## config.mk

```make
export PLATFORM = sky130hd
export DESIGN_NAME = score_tracker
export DESIGN_NICKNAME = d
export VERILOG_FILES = /design/src/rtl/score_tracker.sv
export SDC_FILE = /design/constraint.sdc
export NUM_CORES = 1
export LEC_CHECK = 0
export BUFFER_PORTS_ARGS = -buffer_cell sky130_fd_sc_hd__buf_2
export CELL_PAD_IN_SITES_DETAIL_PLACEMENT = 1
export CELL_PAD_IN_SITES_GLOBAL_PLACEMENT = 2
export CORE_UTILIZATION = 34
export DETAILED_ROUTE_END_ITERATION = 8
export GPL_ROUTABILITY_DRIVEN = 0
export PLACE_DENSITY_LB_ADDON = 0.1
export SYNTH_ARGS = -nofsm -noshare
export SYNTH_HDL_FRONTEND = slang
export SYNTH_SLANG_ARGS = --single-unit
```

## constraint.sdc

```tcl
create_clock -name clk -period 3.6 [get_ports clk]
set_input_delay 0.18 -clock clk [delete_from_list [all_inputs] [get_ports clk]]
set_output_delay 0.18 -clock clk [all_outputs]
set_load 0.02 [all_outputs]
```

## src/rtl/score_tracker.sv

```systemverilog
// Hit/score engine: a played note must match the target for HOLD_CYCLES consecutive
// cycles to earn a hit; tracks streak, combo multiplier, saturating score and high score.
module score_tracker #(
    parameter int HOLD_CYCLES = 4,
    parameter int BASE_POINTS = 10,
    parameter int STREAK_STEP = 4,
    parameter int MAX_MULT    = 4,
    parameter int SCORE_W     = 18,
    parameter int STREAK_W    = 8,
    parameter int OCTAVE_FOLD = 1,
    localparam int MULT_W     = $clog2(MAX_MULT + 1)
) (
    input  logic                clk,
    input  logic                reset,
    input  logic                target_load,
    input  logic [3:0]          target_note,
    input  logic [3:0]          played_note,
    input  logic                clear_score,
    output logic                hit,
    output logic                miss,
    output logic [STREAK_W-1:0] streak,
    output logic [MULT_W-1:0]   multiplier,
    output logic [SCORE_W-1:0]  score,
    output logic [SCORE_W-1:0]  high_score,
    output logic                new_high
);
    localparam int HOLD_W = $clog2(HOLD_CYCLES + 1);

    typedef enum logic [1:0] {IDLE, TRACK, DONE} state_e;

    state_e              state_q, state_d;
    logic [3:0]          target_q, target_d;
    logic [HOLD_W-1:0]   hold_q, hold_d;
    logic                hit_q, hit_d, miss_q, miss_d, new_high_q, new_high_d;
    logic [STREAK_W-1:0] streak_q, streak_d;
    logic [MULT_W-1:0]   mult_q, mult_d;
    logic [SCORE_W-1:0]  score_q, score_d, high_q, high_d;

    logic                match, hit_now;
    logic [SCORE_W:0]    score_sum;
    logic [SCORE_W-1:0]  score_sat;
    logic [STREAK_W-1:0] streak_inc;
    logic [31:0]         mult_calc;
    logic [MULT_W-1:0]   mult_new;

    // Octave folding lets the low C/D satisfy the high-octave targets 13/14.
    assign match = (target_q != 4'd0) &&
                   ((played_note == target_q) ||
                    ((OCTAVE_FOLD != 0) &&
                     (((target_q == 4'd13) && (played_note == 4'd1)) ||
                      ((target_q == 4'd14) && (played_note == 4'd3)))));

    assign hit_now = (state_q == TRACK) && match && (hold_q == HOLD_W'(HOLD_CYCLES - 1));

    // Score uses the multiplier in force before this hit bumps the streak.
    assign score_sum  = {1'b0, score_q} + (SCORE_W+1)'(BASE_POINTS * int'(mult_q));
    assign score_sat  = score_sum[SCORE_W] ? '1 : score_sum[SCORE_W-1:0];
    assign streak_inc = (streak_q == '1) ? streak_q : streak_q + STREAK_W'(1);
    assign mult_calc  = 32'(streak_inc) / 32'(STREAK_STEP) + 32'd1;
    assign mult_new   = (mult_calc > 32'(MAX_MULT)) ? MULT_W'(MAX_MULT) : MULT_W'(mult_calc);

    always_comb begin
        state_d    = state_q;
        target_d   = target_q;
        hold_d     = hold_q;
        hit_d      = 1'b0;
        miss_d     = 1'b0;
        new_high_d = 1'b0;
        streak_d   = streak_q;
        mult_d     = mult_q;
        score_d    = score_q;
        high_d     = high_q;

        if (state_q == TRACK) begin
            hold_d = match ? hold_q + HOLD_W'(1) : '0;
            if (hit_now) begin
                hit_d    = 1'b1;
                score_d  = score_sat;
                streak_d = streak_inc;
                mult_d   = mult_new;
                state_d  = DONE;
            end
        end

        // A load closes the window; only an unfinished TRACK window counts as a miss.
        if (target_load) begin
            target_d = target_note;
            hold_d   = '0;
            state_d  = (target_note != 4'd0) ? TRACK : IDLE;
            if ((state_q == TRACK) && !hit_now) begin
                miss_d   = 1'b1;
                streak_d = '0;
                mult_d   = MULT_W'(1);
            end
        end

        if (clear_score) begin
            score_d  = '0;
            streak_d = '0;
            mult_d   = MULT_W'(1);
        end

        if (score_q > high_q) begin
            high_d     = score_q;
            new_high_d = 1'b1;
        end
    end

    always_ff @(posedge clk or negedge reset) begin
        if (!reset) begin
            state_q    <= IDLE;
            target_q   <= '0;
            hold_q     <= '0;
            hit_q      <= 1'b0;
            miss_q     <= 1'b0;
            new_high_q <= 1'b0;
            streak_q   <= '0;
            mult_q     <= MULT_W'(1);
            score_q    <= '0;
            high_q     <= '0;
        end else begin
            state_q    <= state_d;
            target_q   <= target_d;
            hold_q     <= hold_d;
            hit_q      <= hit_d;
            miss_q     <= miss_d;
            new_high_q <= new_high_d;
            streak_q   <= streak_d;
            mult_q     <= mult_d;
            score_q    <= score_d;
            high_q     <= high_d;
        end
    end

    assign hit        = hit_q;
    assign miss       = miss_q;
    assign new_high   = new_high_q;
    assign streak     = streak_q;
    assign multiplier = mult_q;
    assign score      = score_q;
    assign high_score = high_q;
endmodule

```

==> results of run 1 <==
-- placed cells by master (no fill, tap or decap), types with 3 or more instances in the layout --
cell	Yosys	final
buf_2	3	61
dfrtp_1	58	58
nor2_1	33	33
ha_1	32	32
inv_1	28	28
mux2_2	21	21
nand2_1	17	17
a21oi_1	16	16
o21ai_0	12	12
a211oi_1	12	12
clkbuf_8	0	10
nand4_1	9	9
a31oi_1	8	8
nand3_1	8	8
mux2i_1	7	7
buf_4	0	7
nor3_1	5	5
xor2_1	5	5
a311oi_1	5	5
xnor2_1	4	4
o211ai_1	4	4
and3_1	4	4
and4_1	3	3
nand2b_1	3	3
or2_2	3	3
-- what timing repair did --
| action | 4_1_cts | 5_1_grt |
|---|---|---|
| hold buffers | 1 | 0 |
| gates resized for setup | 0 | 0 |
| endpoints found under the hold margin | 34 | 0 |
-- synthesized netlist by cell type, drive strengths merged (3+ instances only) --
| library cell | count |
|---|---|
| nand2 | 18 |
| and3 | 4 |
| buf | 4 |
| dfrtp | 58 |
| a21oi | 16 |
| and2 | 3 |
| nor2 | 34 |
| inv | 28 |
| mux2i | 7 |
| nand4 | 9 |
| a31oi | 8 |
| ha | 32 |
| nor3 | 6 |
| or2 | 3 |
| nor3b | 3 |
| and4 | 3 |
| o211ai | 4 |
| mux2 | 21 |
| a211oi | 13 |
| nand3 | 8 |
| xor2 | 5 |
| clkbuf | 10 |
| nand2b | 3 |
| a311oi | 5 |
| o21ai | 12 |
| xnor2 | 4 |
-- cells by family (layout without fill, tap and decap cells) --
group | after synthesis | count (layout) | share of synthesized area
adder cells (fa/ha/maj) | 33 | 33 | 0.118
multiplexers | 28 | 28 | 0.0857
AND/OR/NAND/NOR | 104 | 104 | 0.155
AO/OA/AOI/OAI | 81 | 81 | 0.159
flip-flops | 59 | 59 | 0.413
buffers and inverters | 44 | 115 | 0.0479
XOR/XNOR | 9 | 9 | 0.0220
-- tightest hold or removal path, stage by stage --
cell     delay (ns)
buf_2          0.09
o41ai_1        0.06
o21ai_0        0.06
-- power groups by stage --
stage	sequential, mW	combinational [mW]	clock [mW]
2_1_floorplan	0.713	0.133	0
3_5_place_dp	0.703	0.221	0
4_1_cts	0.690	0.223	0.642
6_report	0.690	0.217	0.607
5_1_grt	0.692	0.237	0.665
3_3_place_gp	0.702	0.219	0
-- metal layers --
metal,vias up,track usage,wire length [um],share of wire
met5,-,0,0,0
met4,0,0.0604,109,0.012
met3,10,0.0356,266,0.029
met2,47,0.305,4420,0.48
met1,1467,0.235,4360,0.48
li1,1447,-,-,-
-- state kept, by name, indices dropped and copies added (netlist names) --
signal,flops
hit,1
miss,1
multiplier,3
score,18
new_high,1
hold_q,3
high_score,18
state_q,2
streak,8
target_q,4
-- how the worst min path moves through the flow --
stage	depth (start not counted)	to	from	slack (ns)
finish	3	state_q[0]	target_note[2]	0.08
detailed placement	1	high_score[14]	reset	0.35
CTS	3	state_q[0]	target_note[2]	0.06
global placement	1	high_score[13]	reset	0.34
floorplan	0	high_score[0]	reset	-0.12
global route	3	state_q[0]	target_note[2]	0.07
-- layout make-up --
class	instances	area, um2	area share
multi-input cells	255	1930	0.453
well taps	136	170	0.0400
repair buffers	69	368	0.0865
clock inverters	4	50.0	0.0118
flip-flops and latches	59	1480	0.347
clock buffers	12	145	0.0341
inverters	30	114	0.0268
==> summary.txt, run 1 <==
Outcome
  • Status: finished clean

Critical path
  • Levels on crit path: 9
  • CP Buf/Inv Count: 0
  • Slowest stage delay, CP: 0.56 ns
  • CP startpoint: multiplier[0]
  • CP Max Fanout: 9
  • Crit path max-delay family: simple AND/OR/NAND/NOR gates
  • Reg-to-Reg End: score[7]
  • Crit Path Class: flop to flop
  • Worst setup path end: score[7]
  • Required @ worst endpoint: 3.79 ns
  • Crit end category: flop
  • CP max-delay cell: dfstp_2
  • CP arrival: 3.15 ns
  • Critical path's most frequent cell: ha_1
  • Worst r2r src: multiplier[0]
  • Cells on worst reg2reg path: 9
  • Critical path cell sequence: ha_1, ha_1, ha_1, ha_1, or2_2, a31oi_1, nor3_2, nor2_2, a311oi_1
  • Worst setup SP type: flop
  • Reg2reg setup slack: 0.64 ns

Pwr
  • Combinational power share: 0.144
  • Clock Power Share: 0.401
  • Sw Share: 0.270
  • Total chip power: 1.51 mW
  • Sequential share of power: 0.456
  • Psw: 409 uW
  • Pwr Density: 356 nW/um2
  • Leak: 2.10 nW
  • Worst IR Drop VDD: 0.000191 V
  • Cell Int Power: 1.11 mW

Synth
  • Register bit total from synthesis: 59
  • Yosys cell types: 63
  • Cell area after synthesis: 3580 um2
  • EDFF count, synth: 0
  • Area contributors post-synth: dfrtp_1 (41%), ha_1 (11%), mux2_2 (6.6%)
  • Register area share after synthesis: 0.413
  • Most frequently used flop master after synthesis: dfrtp_1
  • Top cell type's share of synthesized area: 0.406
  • Synth Area per Inst: 9.99 um2
  • Post-Syn Instances: 358
  • Biggest area consumer among synthesized cells: dfrtp_1
  • Async set or reset register ratio after synthesis: 1.00
  • Warnings from Yosys: 0
  • Syn Nets: 403

Layout
  • Fin cells: 565
  • Layout cells sized above 1: 0.270
  • Layout area overhead: 18.9%
  • Diodes inserted: 0
  • Final Net Count: 469
  • Final Cell Area: 4250 um2
  • Fillers: 1,230
  • Final core occ: 0.414

Placed design
  • Port bufs: 61
  • Inst Count DP: 548
  • Hpwl dp: 6830 um
  • Dpl cell area: 4050 um2
  • Worst slack, placed: 0.619 ns

Floorplan
  • I/O Pins: 62
  • Die Wd: 105 um
  • Num rows: 37
  • Initial core utilization: 0.348
  • Die Span Y: 105 um
  • Core area: 10,300 um2
  • Die area: 10,900 um2

Drt
  • DR iter-0 viols: 98
  • Detailed Route WL: 9160 um
  • Via density per instance: 5.26
  • DRC viols: 0
  • Total number of vias: 2,971
  • ANT nets after route: 0
  • Wire per inst: 16.2 um
  • DR pass1 iterations: 4

STA
  • Tcrit/Tclk final: 0.824
  • Min Clock Period, post-route: 2.96 ns
  • Fin Setup TNS: 0 ns
  • Slew Limit Fails: 0
  • Final setup viols: 0
  • Slew @ Worst Pin: 0.862 ns
  • Worst Setup Slack, final: 0.635 ns
  • Slew HR: 0.425
  • Worst Clk Skew: 0.0122 ns
  • RSZ-0062 raised after global routing: false
  • Fmax: 0.337 GHz
  • Fin Hold WS: 0.0799 ns
  • Fin. Hold Viols: 0

Clock tree
  • Max clock buf depth: 2
  • Worst-Skew Late Latency: 0.34 ns
  • Root buffer cell: clkbuf_8
  • CTS buffer count: 9
  • CTS tree: done
  • Clock sink count: 59
  • Clk slew on worst S/H paths: 0.08 ns
  • H-tree depth: 3
  • Setup Buffers After CTS: 0

Global route
  • Overall Global Routing Usage: 0.182
  • GRT overflow: 0
  • Initial antenna violation count: 0
  • Global-route wire length before repair: 15,800 um
  • Largest net degree at the start of global routing: 37
  • Vias in the first global route: 3,113

Run
  • Max-cap violations: 0

Worst hold path
  • Hold WC Path Type: input pin to flop
No activity file was read; power rests on OpenSTA's default activity.
==> run 2, diff against run 1 <==
Clock period 3.6 ns to 3.1 ns, I/O delays scaled along.
==> run 2 against run 1 <==
Effect of this change: via count rose by 2.2%; cell area rose by 1.0%; total power rose by 17%.
==> summary.txt, run 2 (same netlist as run 1, synthesis figures left out) <==
Outcome
  • Status: finished clean

Worst hold path
  • Hold WC Path Type: input pin to flop

Floorplan
  • Die area: 10,900 um2 (unchanged)
  • I/O Pins: 62 (unchanged)
  • Core area: 10,300 um2 (unchanged)
  • Num rows: 37 (unchanged)
  • Die Wd: 105 um (unchanged)
  • Die Span Y: 105 um (unchanged)
  • Initial core utilization: 0.348 (unchanged)

Critical path
  • CP arrival: 3.13 ns (-0.02 ns)
  • Cells on worst reg2reg path: 10 (+1)
  • CP startpoint: multiplier[0]
  • Crit Path Class: flop to flop
  • Reg-to-Reg End: score[11]
  • Worst r2r src: multiplier[0]
  • Worst setup path end: score[11]
  • Worst setup SP type: flop
  • Required @ worst endpoint: 3.33 ns (-0.46 ns)
  • Reg2reg setup slack: 0.19 ns (-0.44 ns)
  • CP Max Fanout: 7 (-2)
  • Crit end category: flop

Layout
  • Fin cells: 568 (+0.53%)
  • Final Net Count: 474 (+1.1%)
  • Most common cell after layout, fill and taps aside: buf_2
  • Multi-input gate area in the final layout: 1930 um2 (unchanged)
  • Fillers: 1,205 (-2.0%)
  • Diodes inserted: 0 (unchanged)
  • Layout cells sized above 1: 0.280 (+0.00970)
  • Commonest non-fill, non-tap cells in the layout: buf_2 (61), dfrtp_1 (58), nor2_1 (33)
  • FF/Latch Area: 1480 um2 (unchanged)
  • Layout area overhead: 20.1%

STA
  • Final setup viols: 0 (unchanged)
  • Slew @ Worst Pin: 0.619 ns (-0.243 ns)
  • Fin Setup TNS: 0 ns (unchanged)
  • RSZ-0062 raised after global routing: false
  • Worst Clk Skew: 0.00807 ns (-0.00411 ns)
  • Slew HR: 0.587 (+0.162)
  • Tcrit/Tclk final: 0.937 (+0.114)
  • Fmax: 0.344 GHz (+2.0%)
  • Min Clock Period, post-route: 2.91 ns (-0.0587 ns)
  • Slew Limit Fails: 0 (unchanged)
  • Fin. Hold Viols: 0 (unchanged)

Clock tree
  • Max clock buf depth: 2 (unchanged)
  • Clock sink count: 59 (unchanged)
  • Clk slew on worst S/H paths: 0.07 ns (about the same)
  • Setup Buffers After CTS: 0 (unchanged)
  • Root buffer cell: clkbuf_8
  • CTS tree: done
  • CTS buffer count: 9 (unchanged)
  • CTS Hold Buffers Added: 1 (unchanged)
  • H-tree depth: 3 (unchanged)
  • Worst-Skew Late Latency: 0.33 ns (about the same)
  • CTS resizes: 0 (unchanged)

Global route
  • M2 GR Usage: 0.301 (-0.00426)
  • Initial antenna violation count: 0 (unchanged)
  • Global-route wire length before repair: 15,500 um (-1.8%)
  • GRT overflow: 0 (unchanged)
  • Largest net degree at the start of global routing: 46 (+24%)
  • Overall Global Routing Usage: 0.179 (-0.00307)
  • Vias in the first global route: 3,092 (-0.67%)
  • Gr busiest metal: met2
  • Met3 GRT Util: 0.0405 (+0.00499)
  • Met1 Resource Use GR: 0.231 (-0.00418)

Drt
  • DR pass1 iterations: 4 (unchanged)
  • Wire per inst: 16.2 um (about the same)
  • Detailed Route WL: 9220 um (+0.61%)
  • DR iter-0 viols: 92 (-6.1%)
  • ANT nets after route: 0 (unchanged)
  • DRC viols: 0 (unchanged)
  • Via density per instance: 5.35 (+1.7%)
  • Total number of vias: 3,037 (+2.2%)

Placed design
  • Port bufs: 61 (unchanged)
  • Inst Count DP: 553 (+0.91%)
  • Hpwl dp: 6860 um (+0.42%)

Pwr
  • Leak: 2.14 nW (+1.9%)
  • Pwr Density: 413 nW/um2 (+16%)
  • Total chip power: 1.77 mW (+17%)
  • Worst IR Drop VDD: 0.000178 V (-6.9%)

Run
  • Max-cap violations: 0 (unchanged)
[run 2: where the power goes]
part	switching [mW]	internal (mW)
combinational	0.143	0.103
clock	0.300	0.427
sequential	0.0128	0.789
[run 2: worst max-delay path, cell delays in order, from the launching register on]
cell and delay (ns):
dfstp_2 0.57, ha_1 0.15, ha_1 0.14, ha_1 0.23
ha_1 0.32, o21a_1 0.12, o31a_1 0.12, o31a_1 0.30
and2_0 0.28, and3_1 0.24, a2111oi_2 0.34
[run 2: per-stage QoR]
| step | area [um2] | worst slack [ns] | hold slack, ns | util |
|---|---|---|---|---|
| 2_1_floorplan | 3580 | 0.287 | -0.141 | - |
| 3_3_place_gp | 4090 | 0.294 | 0.0781 | 0.397 |
| 3_5_place_dp | 4090 | 0.197 | 0.0946 | 0.397 |
| 4_1_cts | 4300 | 0.172 | 0.0541 | 0.418 |
| 5_1_grt | 4300 | 0.0303 | 0.0650 | 0.418 |
| 6_report | 4300 | 0.194 | 0.0676 | 0.418 |
[run 2: area by class of cell]
type	instances	share of cell area
Sequential cell	59	0.344
Clock inverter	2	0.00816
Tap cell	136	0.0396
Multi-Input combinational cell	255	0.449
Clock buffer	12	0.0385
Inverter	30	0.0265
Timing Repair Buffer	74	0.0944
[run 2: how the worst min path moves through the flow]
stage,startpoint,cells past startpoint,slack [ns],to
2_1_floorplan,reset,0,-0.14,high_score[0]
3_3_place_gp,reset,1,0.08,high_score[14]
3_5_place_dp,reset,1,0.09,high_score[13]
4_1_cts,target_note[2],3,0.05,state_q[0]
5_1_grt,target_note[1],2,0.06,target_q[1]
6_report,target_note[2],3,0.07,state_q[0]
[run 2: routing by layer]
metal | up-vias | routed length [um] | share of wire
li1 | 1452 | - | -
met1 | 1526 | 4330 | 0.47
met2 | 49 | 4520 | 0.49
met3 | 10 | 247 | 0.027
met4 | 0 | 112 | 0.012
met5 | - | 0 | 0
==> run 3, diff against run 2 <==
Settings changed: CAP_MARGIN set to 0.
Clock period 3.1 ns to 3.5 ns, I/O delays scaled along.
==> run 3 against run 2 <==
Effect of this change: setup slack gained 0.31 ns; fmax down 2.9%; non-clock buffer count decreased by 7; hold slack hardly changed; largest cell class unchanged.
==> summary.txt, run 3 (same netlist as run 1, synthesis figures left out) <==
Outcome
  • Status: finished clean

Layout
  • Diodes inserted: 0 (unchanged)
  • Layout area overhead: 18.9%
  • Commonest non-fill, non-tap cells in the layout: buf_2 (61), dfrtp_1 (58), nor2_1 (33)
  • Layout cells sized above 1: 0.267 (-0.0131)
  • Most common cell after layout, fill and taps aside: buf_2
  • Final Cell Area: 4250 um2 (-1.0%)
  • Final Net Count: 467 (-1.5%)

Drt
  • Detailed Route WL: 9180 um (-0.43%)
  • Wire per inst: 16.3 um (+0.45%)
  • Via density per instance: 5.26 (-1.7%)
  • DRC viols: 0 (unchanged)
  • DR pass1 iterations: 5 (+1)
  • Total number of vias: 2,960 (-2.5%)
  • ANT nets after route: 0 (unchanged)
  • DR iter-0 viols: 102 (+11%)

Global route
  • Overall Global Routing Usage: 0.188 (+0.00852)
  • GRT overflow: 0 (unchanged)
  • Vias in the first global route: 3,164 (+2.3%)
  • Global-route wire length before repair: 16,100 um (+4.0%)
  • Largest net degree at the start of global routing: 31 (-33%)
  • Initial antenna violation count: 0 (unchanged)

Floorplan
  • Num rows: 37 (unchanged)
  • Core area: 10,300 um2 (unchanged)
  • Initial core utilization: 0.348 (unchanged)
  • I/O Pins: 62 (unchanged)
  • Die Wd: 105 um (unchanged)
  • Die Span Y: 105 um (unchanged)
  • Die area: 10,900 um2 (unchanged)

STA
  • Tcrit/Tclk final: 0.855 (-0.0821)
  • Slew Limit Fails: 0 (unchanged)
  • Fin Setup TNS: 0 ns (unchanged)
  • Fin. Hold Viols: 0 (unchanged)
  • Final setup viols: 0 (unchanged)
  • Fmax: 0.334 GHz (-2.9%)
  • Slew HR: 0.512 (-0.0755)
  • Worst Clk Skew: 0.0106 ns (+0.00252 ns)
  • Slew @ Worst Pin: 0.732 ns (+0.113 ns)
  • Min Clock Period, post-route: 2.99 ns (+0.0876 ns)
  • RSZ-0062 raised after global routing: false
  • Worst Setup Slack, final: 0.506 ns (+0.312 ns)

Critical path
  • Required @ worst endpoint: 3.70 ns (+0.37 ns)
  • Crit Path Class: flop to flop
  • Critical path cell sequence: ha_1, ha_1, ha_1, ha_1, or2_2, a31oi_1, nor3_2, nor2_2, a311oi_1
  • CP max-delay cell: dfstp_2
  • Slowest stage delay, CP: 0.57 ns (about the same)
  • Crit end category: flop
  • Reg2reg setup slack: 0.51 ns (+0.31 ns)
  • Worst setup SP type: flop
  • CP Max Fanout: 9 (+2)
  • Critical path's most frequent cell: ha_1
  • CP arrival: 3.19 ns (+0.06 ns)

Placed design
  • Port bufs: 61 (unchanged)
  • Hpwl dp: 6820 um (-0.66%)
  • Worst slack, placed: 0.539 ns (+0.342 ns)
  • Dpl cell area: 4030 um2 (-1.3%)

Clock tree
  • Root buffer cell: clkbuf_8
  • Clk slew on worst S/H paths: 0.07 ns (about the same)
  • Clock sink count: 59 (unchanged)
  • Setup Buffers After CTS: 0 (unchanged)
  • Worst-Skew Late Latency: 0.35 ns (+0.02 ns)
  • CTS buffer count: 9 (unchanged)
  • H-tree depth: 3 (unchanged)
  • CTS resizes: 0 (unchanged)
  • Max clock buf depth: 2 (unchanged)
  • CTS tree: done
  • CTS Hold Buffers Added: 1 (unchanged)

Pwr
  • Leak: 2.10 nW (-1.8%)
  • Pwr Density: 380 nW/um2 (-8.0%)
  • Worst IR Drop VDD: 0.000143 V (-19%)

Worst hold path
  • Hold WC Path Type: input pin to flop

Run
  • Max-cap violations: 0 (unchanged)
## run 3: critical path, delay by kind of cell, from the launching register on
family	cells	cell delay [ns]
flops	1	0.57
fa+ha+maj	4	0.85
simple gates	3	0.89
compound gates	2	0.55
## run 3: through the flow
stage | util | instances | total power, mW | hold WS, ns
detailed placement | 0.392 | 546 | 0.949 | 0.276
finish | 0.414 | 563 | 1.62 | 0.0676
floorplan | - | 358 | 0.870 | -0.121
global placement | 0.392 | 546 | 0.945 | 0.268
CTS | 0.414 | 563 | 1.64 | 0.0582
global route | 0.414 | 563 | 1.71 | 0.0502
## run 3: final timing paths
kind                                      from             end  cells past startpoint
worst max-delay path             multiplier[0]       score[13]                      9
worst min-delay path            target_note[1]     target_q[1]                      2
worst max register to register   multiplier[0]       score[13]                      9
worst min register to register      state_q[1]      state_q[1]                      2
max in group asynchronous                reset   multiplier[0]                      3
min in group asynchronous                reset  high_score[14]                      2
## run 3: metal layers
| layer | share of wire | vias up | track usage | routed length (um) |
|---|---|---|---|---|
| met5 | 0 | - | 0 | 0 |
| met4 | 0.013 | 0 | 0.0634 | 122 |
| met3 | 0.031 | 13 | 0.0405 | 280 |
| met2 | 0.49 | 45 | 0.321 | 4490 |
| met1 | 0.47 | 1464 | 0.234 | 4290 |
| li1 | - | 1438 | - | - |
## run 3: area by class of cell
cell class | instances | area, um2
multi-input combinational | 255 | 1930
clock inverter | 5 | 77.6
inverter | 30 | 114
tap | 136 | 170
sequential | 59 | 1480
clock buffer | 11 | 131
fill | 1220 | 6030
timing repair buffer | 67 | 353
## run 3: where the power goes
group          switching (mW)  leakage (nW)  total (mW)  internal [mW]
clock network           0.287         0.103       0.685          0.399
registers              0.0117         0.807       0.710          0.698
logic                   0.130          1.19       0.221         0.0909
